===== src/rtl/uart_cmd_rcv.sv =====
// UART command-frame receiver: hunts for SYNC, assembles CMD/DH/DL/CHK,
// verifies the additive checksum and enforces an inter-byte timeout.
module uart_cmd_rcv #(
    parameter logic [7:0] SYNC    = 8'hA5,
    parameter int         TIMEOUT = 500000
) (
    input  logic        clk,
    input  logic        rst,
    input  logic        rx_rdy,
    input  logic [7:0]  rx_data,
    input  logic        clr_cmd_rdy,
    output logic        clr_rx_rdy,
    output logic [7:0]  cmd,
    output logic [15:0] data,
    output logic        cmd_rdy,
    output logic        frame_err,
    output logic        ovr_err,
    output logic        busy
);

    localparam int            CW      = $clog2(TIMEOUT + 1);
    localparam logic [CW-1:0] TO_LAST = CW'(TIMEOUT - 1);

    typedef enum logic [2:0] {
        ST_IDLE,
        ST_CMD,
        ST_DH,
        ST_DL,
        ST_CHK
    } state_t;

    state_t        state;
    state_t        state_next;
    logic          accept;
    logic          tmo_expired;
    logic          timeout_hit;
    logic          frame_ok;
    logic          frame_bad;
    logic [CW-1:0] tmo_cnt;
    logic [7:0]    sum;
    logic [7:0]    cmd_hold;
    logic [7:0]    dh_hold;
    logic [7:0]    dl_hold;

    always_ff @(posedge clk or posedge rst) begin
        if (rst) begin
            state <= ST_IDLE;
        end else begin
            state <= state_next;
        end
    end

    // A byte presented while the return pulse is still high is the same byte.
    always_comb begin
        state_next  = state;
        accept      = rx_rdy && !clr_rx_rdy;
        tmo_expired = (tmo_cnt == TO_LAST);
        timeout_hit = 1'b0;
        frame_ok    = 1'b0;
        frame_bad   = 1'b0;
        case (state)
            ST_IDLE: begin
                if (accept && rx_data == SYNC) begin
                    state_next = ST_CMD;
                end
            end
            ST_CMD: begin
                if (accept) begin
                    state_next = ST_DH;
                end else if (tmo_expired) begin
                    timeout_hit = 1'b1;
                    state_next  = ST_IDLE;
                end
            end
            ST_DH: begin
                if (accept) begin
                    state_next = ST_DL;
                end else if (tmo_expired) begin
                    timeout_hit = 1'b1;
                    state_next  = ST_IDLE;
                end
            end
            ST_DL: begin
                if (accept) begin
                    state_next = ST_CHK;
                end else if (tmo_expired) begin
                    timeout_hit = 1'b1;
                    state_next  = ST_IDLE;
                end
            end
            ST_CHK: begin
                if (accept) begin
                    state_next = ST_IDLE;
                    if (rx_data == sum) begin
                        frame_ok = 1'b1;
                    end else begin
                        frame_bad = 1'b1;
                    end
                end else if (tmo_expired) begin
                    timeout_hit = 1'b1;
                    state_next  = ST_IDLE;
                end
            end
            default: begin
                state_next = ST_IDLE;
            end
        endcase
    end

    always_ff @(posedge clk or posedge rst) begin
        if (rst) begin
            tmo_cnt <= '0;
        end else if (accept || state_next == ST_IDLE) begin
            tmo_cnt <= '0;
        end else begin
            tmo_cnt <= tmo_cnt + 1'b1;
        end
    end

    always_ff @(posedge clk or posedge rst) begin
        if (rst) begin
            sum      <= 8'h00;
            cmd_hold <= 8'h00;
            dh_hold  <= 8'h00;
            dl_hold  <= 8'h00;
        end else if (accept) begin
            case (state)
                ST_IDLE: sum <= 8'h00;
                ST_CMD: begin
                    cmd_hold <= rx_data;
                    sum      <= sum + rx_data;
                end
                ST_DH: begin
                    dh_hold <= rx_data;
                    sum     <= sum + rx_data;
                end
                ST_DL: begin
                    dl_hold <= rx_data;
                    sum     <= sum + rx_data;
                end
                default: begin
                end
            endcase
        end
    end

    // A completing frame sets cmd_rdy even if the consumer clears it on the same edge.
    always_ff @(posedge clk or posedge rst) begin
        if (rst) begin
            clr_rx_rdy <= 1'b0;
            cmd        <= 8'h00;
            data       <= 16'h0000;
            cmd_rdy    <= 1'b0;
            frame_err  <= 1'b0;
            ovr_err    <= 1'b0;
        end else begin
            clr_rx_rdy <= accept;
            frame_err  <= frame_bad || timeout_hit;
            ovr_err    <= frame_ok && cmd_rdy;
            if (frame_ok) begin
                cmd     <= cmd_hold;
                data    <= {dh_hold, dl_hold};
                cmd_rdy <= 1'b1;
            end else if (clr_cmd_rdy) begin
                cmd_rdy <= 1'b0;
            end
        end
    end

    assign busy = (state != ST_IDLE);

endmodule


===== config.mk =====
export PLATFORM = sky130hd
export DESIGN_NAME = uart_cmd_rcv
export DESIGN_NICKNAME = d
export VERILOG_FILES = /design/src/rtl/uart_cmd_rcv.sv
export SDC_FILE = /design/constraint.sdc
export NUM_CORES = 1
export LEC_CHECK = 0
export CORE_MARGIN = 2
export CORE_UTILIZATION = 50
export CTS_BUF_LIST = sky130_fd_sc_hd__clkbuf_16
export DETAILED_ROUTE_END_ITERATION = 6
export GPL_TIMING_DRIVEN = 0
export PLACE_DENSITY = 0.72
export SYNTH_ARGS = -nofsm -noshare
export SYNTH_HDL_FRONTEND = slang
export SYNTH_SLANG_ARGS = --single-unit
export TNS_END_PERCENT = 20

===== constraint.sdc =====
create_clock -name clk -period 6.2 [get_ports clk]
set_input_delay 0.62 -clock clk [delete_from_list [all_inputs] [get_ports clk]]
set_output_delay 0.62 -clock clk [all_outputs]
set_load 0.01 [all_outputs]

; ---- Word level (Yosys, flattened, before mapping)
; Cells that the tools add are included.
[op_classes]
addsub = 2
eq_ne = 7
n_mux = 20
n_reduce_logical = 17
[ops]
columns = op, n
row1 = adder 19 x 1 -> 19 bit (second input constant), 1
row2 = equality test 19 bit (second input constant), 1
row3 = 2-to-1 mux 19 bit, 1
row4 = 2-to-1 mux 3 bit, 6
row5 = case mux 8 bit (2 select lines), 1
row6 = case mux 3 bit (5 select lines), 1
row7 = 2-to-1 mux 1 bit, 11
row8 = adder 8 bit, 1
row9 = equality test 8 bit, 1
row10 = equality test 8 bit (second input constant), 1
row11 = AND reduction 2 bit, 4
row12 = equality test 3 x 2 -> 1 bit (second input constant), 2
row13 = zero test 3 bit, 2
row14 = nonzero test 2 bit, 2
row15 = OR reduction 4 bit, 1
row16 = equality test 3 x 1 -> 1 bit (second input constant), 1
row17 = equality test 3 bit (second input constant), 1
row18 = logical AND 1 bit, 3
row19 = nonzero test 3 bit, 1
row20 = OR reduction 3 bit, 1
row21 = logical OR 1 bit, 2
row22 = zero test 1 bit, 1
[word_totals]
ff_bits = 82
input_bits = 12
output_inout_bits = 29
wordCells = 58

; ---- Logic depth before layout (Yosys ltp)
[depth]
ltp_word = 8
ltp_mapped = 7

; ---- Worst setup path after synthesis
; OpenSTA, ideal clock, no wires.
[synth_timing]
path_kind = input to register
from = in rx_data[5]
to = reg cmd[0]
setup_time_ns = 0.125
t_arrival_ns = 2.257
required_time_ns = 6.075
path_slack_ns = 3.819
stages = 7
n_path_buf = 2
path_cell_list = ha_1 -> nor4_1 -> and3_1 -> and4_1 -> buf_2 -> buf_2 -> mux2_2
[synth_between]
elab_chain_cells = 4
[synth_rtl]
columns = element, line_no
row1 = "start, declared", 10  ; input logic [7:0] rx_data,
row2 = equality test 8 bit, 94  ; if (rx_data == sum) begin
row3 = 2-to-1 mux 1 bit, 94
row4 = 2-to-1 mux 1 bit, 92  ; if (accept) begin
row5 = 2-to-1 mux 1 bit, 61  ; case (state)
row6 = "end signal, assigned", 161  ; cmd <= cmd_hold;
row7 = "end, declared", 13  ; output logic [7:0] cmd,
; Every way passes these cells.
; A chain may end at the register's enable or synchronous reset.

; ---- Worst setup path after layout
[layout_timing]
from = in rx_data[5]
to = reg data[12]
[layout_between]
elab_chain_cells = 4
[layout_rtl]
columns = element, line_no
row1 = equality test 8 bit, 94
row2 = 2-to-1 mux 1 bit, 94
row3 = 2-to-1 mux 1 bit, 92
row4 = 2-to-1 mux 1 bit, 61
row5 = "end signal, assigned", 162  ; data <= {dh_hold, dl_hold};
row6 = "end, declared", 14  ; output logic [15:0] data,
; Every way passes these cells.

==> out/results.txt <==
antenna viol nets, final: 0
DRT Wirelength: 6950 µm
Root Driver: clkbuf_16
die width: 89.8 µm
skew final: 0.00776 ns
CTS tree: done
Setup WS pre-CTS: 2.91 ns
Post-CTS Setup Bufs: 0
final hold vios: 0
largest family of logic cells by synthesized area: multiplexers
maximum VDD drop: 0.206 mV
status: completed
fin. max-slew vios: 0
Congestion Overflow GR: 0
vias after detailed routing: 2407
Reg2Reg Setup Slack: 3.81 ns
n_diodes: 0
# resized after CTS: 0
clk buf depth: 2
first-pass GRT wire length: 12300 µm
antenna violations before repair: 0
Post-synth top flop: dfrtp_1
Synth Area in Adders: 3.27%
NumNets Final: 370
top cell type's share of synthesized area: 55.8%
Req. time, crit path: 6.42 ns
gpl congestion: 0.801
Synth async-reset ratio: 100%
Synth Area in Compound Gates: 5.27%
final core utilization: 62.9%
Tmin final: 2.98 ns
post-synthesis mux area share: 15.0%
setup_tns: 0 ns
unrepaired setup endpoints after global routing: false
Synth Cell Area: 0.00368 mm²
final period utilization: 48.0%
Yosys reg bits: 82
PD cells: 356 mW/mm²
fill count: 574
WS Path Type: input port to register
Synth area leaders: dfrtp_1 56%, mux2_2 15%, xor2_1 3.6%
CTS Sinks: 82
GRT Total Usage: 19.0%
vias per inst: 5.31
Seq/Total Area, Yosys: 55.8%
ratio of cells with drive above 1 in the final layout: 21.5%
std cell rows: 31
simple-gate area share of the yosys netlist: 13.3%
Arr. time, crit path: 3.20 ns
drt initial violations: 123
Hold Path Depth: 2
Leak Pwr: 2.05 nW
EDFF count, synth: 0
multi-input logic area: 0.00156 mm²
largest net degree at the start of global routing: 69
Layout area overhead: 22.7%
top cell type by total area after synthesis: dfrtp_1
io pins: 41
cts bufs inserted: 9
Tightest Pin Transition: 0.710 ns
Port Buf Inserts: 39
Max Cap Viol: 0
Startpoint Class: input port
Final HPWL DP: 4810 µm
die area: 0.00806 mm²
vias in the first global route: 2523
synthesized instance count: 298
Clock Latency Late Sink: 0.33 ns
Worst Slack Setup Final: 3.22 ns
syn avg cell area: 12.3 µm²
Placeable Area: 0.00718 mm²
Synth Warn #: 0
Hold Crit Class: register to register
cts-stage hold buffer count: 0
Register Area: 0.00205 mm²
library cells used by synthesis: 46
fmax: 336 MHz
Synth Area in XOR/XNOR: 5.48%
H-tree levels: 3
relative slew slack: 52.4%
Pre-Repair DR Iteration Count: 4
Die H: 89.8 µm
mean routed wirelength per cell: 15.3 µm
CP max FO: 10
Initial Util: 51.2%
DRC Markers: 0
Worst setup EP type: register
depth of the most critical reg-to-reg path: 7
final setup fails: 0
Net Count, Synth: 319
Clk pin slew, worst setup/hold paths: 0.06 ns
Hold WS: 0.477 ns
-- power breakdown --
part	switching, mW	leakage [nW]	internal (mW)	total, mW
clock	0.223	0.131	0.277	0.500
sequential	0.0593	1.10	0.647	0.707
combinational	0.201	0.818	0.197	0.399
total	0.484	2.05	1.12	1.61
-- cell families (layout without fill, tap and decap cells) --
family	count (synthesis)	in the layout
xor gates and xnor gates	23	23
muxes	49	49
DFF	82	82
and+or+nand+nor	94	94
adders and majority gates	9	9
AOI/OAI and AO/OA	27	27
buffers and inverters	14	70
-- cells in the final DEF, fill, tap and decap left out, drive strengths merged, types with 2 or more instances in the layout --
cell,synthesis,layout
buf,5,6
a211o,2,2
a22o,3,3
nor4,3,3
mux2,48,48
clkdlybuf4s50,0,39
clkbuf,4,13
o21bai,2,2
o211ai,2,2
xor2,15,15
dfrtp,82,82
inv,5,6
a21o,3,3
nor4bb,3,3
and3,2,2
clkinvlp,0,3
nor2,31,31
nand4,5,5
nand3,11,11
clkinv,0,3
nand2b,3,3
nand3b,2,2
nor3,4,4
ha,8,8
xnor2,8,8
a21oi,5,5
or4,2,2
o21ai,3,3
and4,3,3
nand2,20,20
-- cells in the mapped netlist, types with 2 or more instances --
cell type  instances
dfrtp_1           82
mux2_2            48
nor2_1            31
nand2_1           20
xor2_1            15
nand3_1           11
ha_1               8
xnor2_1            8
a21oi_1            5
inv_1              5
nand4_1            5
buf_2              4
clkbuf_1           4
a21o_1             3
a22o_1             3
and4_1             3
nand2b_1           3
nor3_1             3
nor4_1             3
nor4bb_1           3
a211o_1            2
and3_1             2
o211ai_1           2
o21ai_0            2
o21bai_1           2
-- through the flow --
step           instance area [µm²]  total power, mW  cells
6_report                      4510             1.61    453
5_1_grt                       4510             1.70    453
3_5_place_dp                  4220             1.11    437
3_3_place_gp                  4190             1.09    436
4_1_cts                       4510             1.62    453
2_1_floorplan                 3680             1.01    298
-- flip-flops by register name (all words and copies together) (netlist names) --
signal,flops
dl_hold,8
tmo_cnt,19
cmd_hold,8
dh_hold,8
state,3
cmd,8
ovr_err,1
frame_err,1
cmd_rdy,1
clr_rx_rdy,1
sum,8
data,16
-- final cells by class --
type                       instances  area share, %
clock buffer                       9           4.99
multi-input combinational        202           34.5
buffer                             9           1.11
clock inverter                     7           1.44
sequential                        82           45.5
tap                               99           2.75
inverter                           5          0.471
timing repair buffer              40           9.26
-- layer usage --
| metal | routed length (µm) | vias to the layer above | global-route usage [%] |
|---|---|---|---|
| li1 | - | 1162 | - |
| met1 | 3230 | 1187 | 25.5 |
| met2 | 3400 | 53 | 31.1 |
| met3 | 242 | 5 | 3.27 |
| met4 | 75 | 0 | 7.69 |
| met5 | 0 | - | 0 |
-- worst paths after layout --
check | start | endpoint
max | rx_data[5] | data[12]
min | sum[0] | sum[0]
max reg2reg | sum[1] | data[12]
min reg2reg | sum[0] | sum[0]
max in group asynchronous | rst | data[2]
min in group asynchronous | rst | data[15]
-- worst max-delay path: stages --
cell and delay (ns):
clkdlybuf4s50_1 0.60, ha_1 0.44, nor4_1 0.24, and3_1 0.22, and4_1 0.19, buf_2 0.21
buf_2 0.29, mux2_2 0.36
Note: power is estimated with default switching activity, not from simulation.
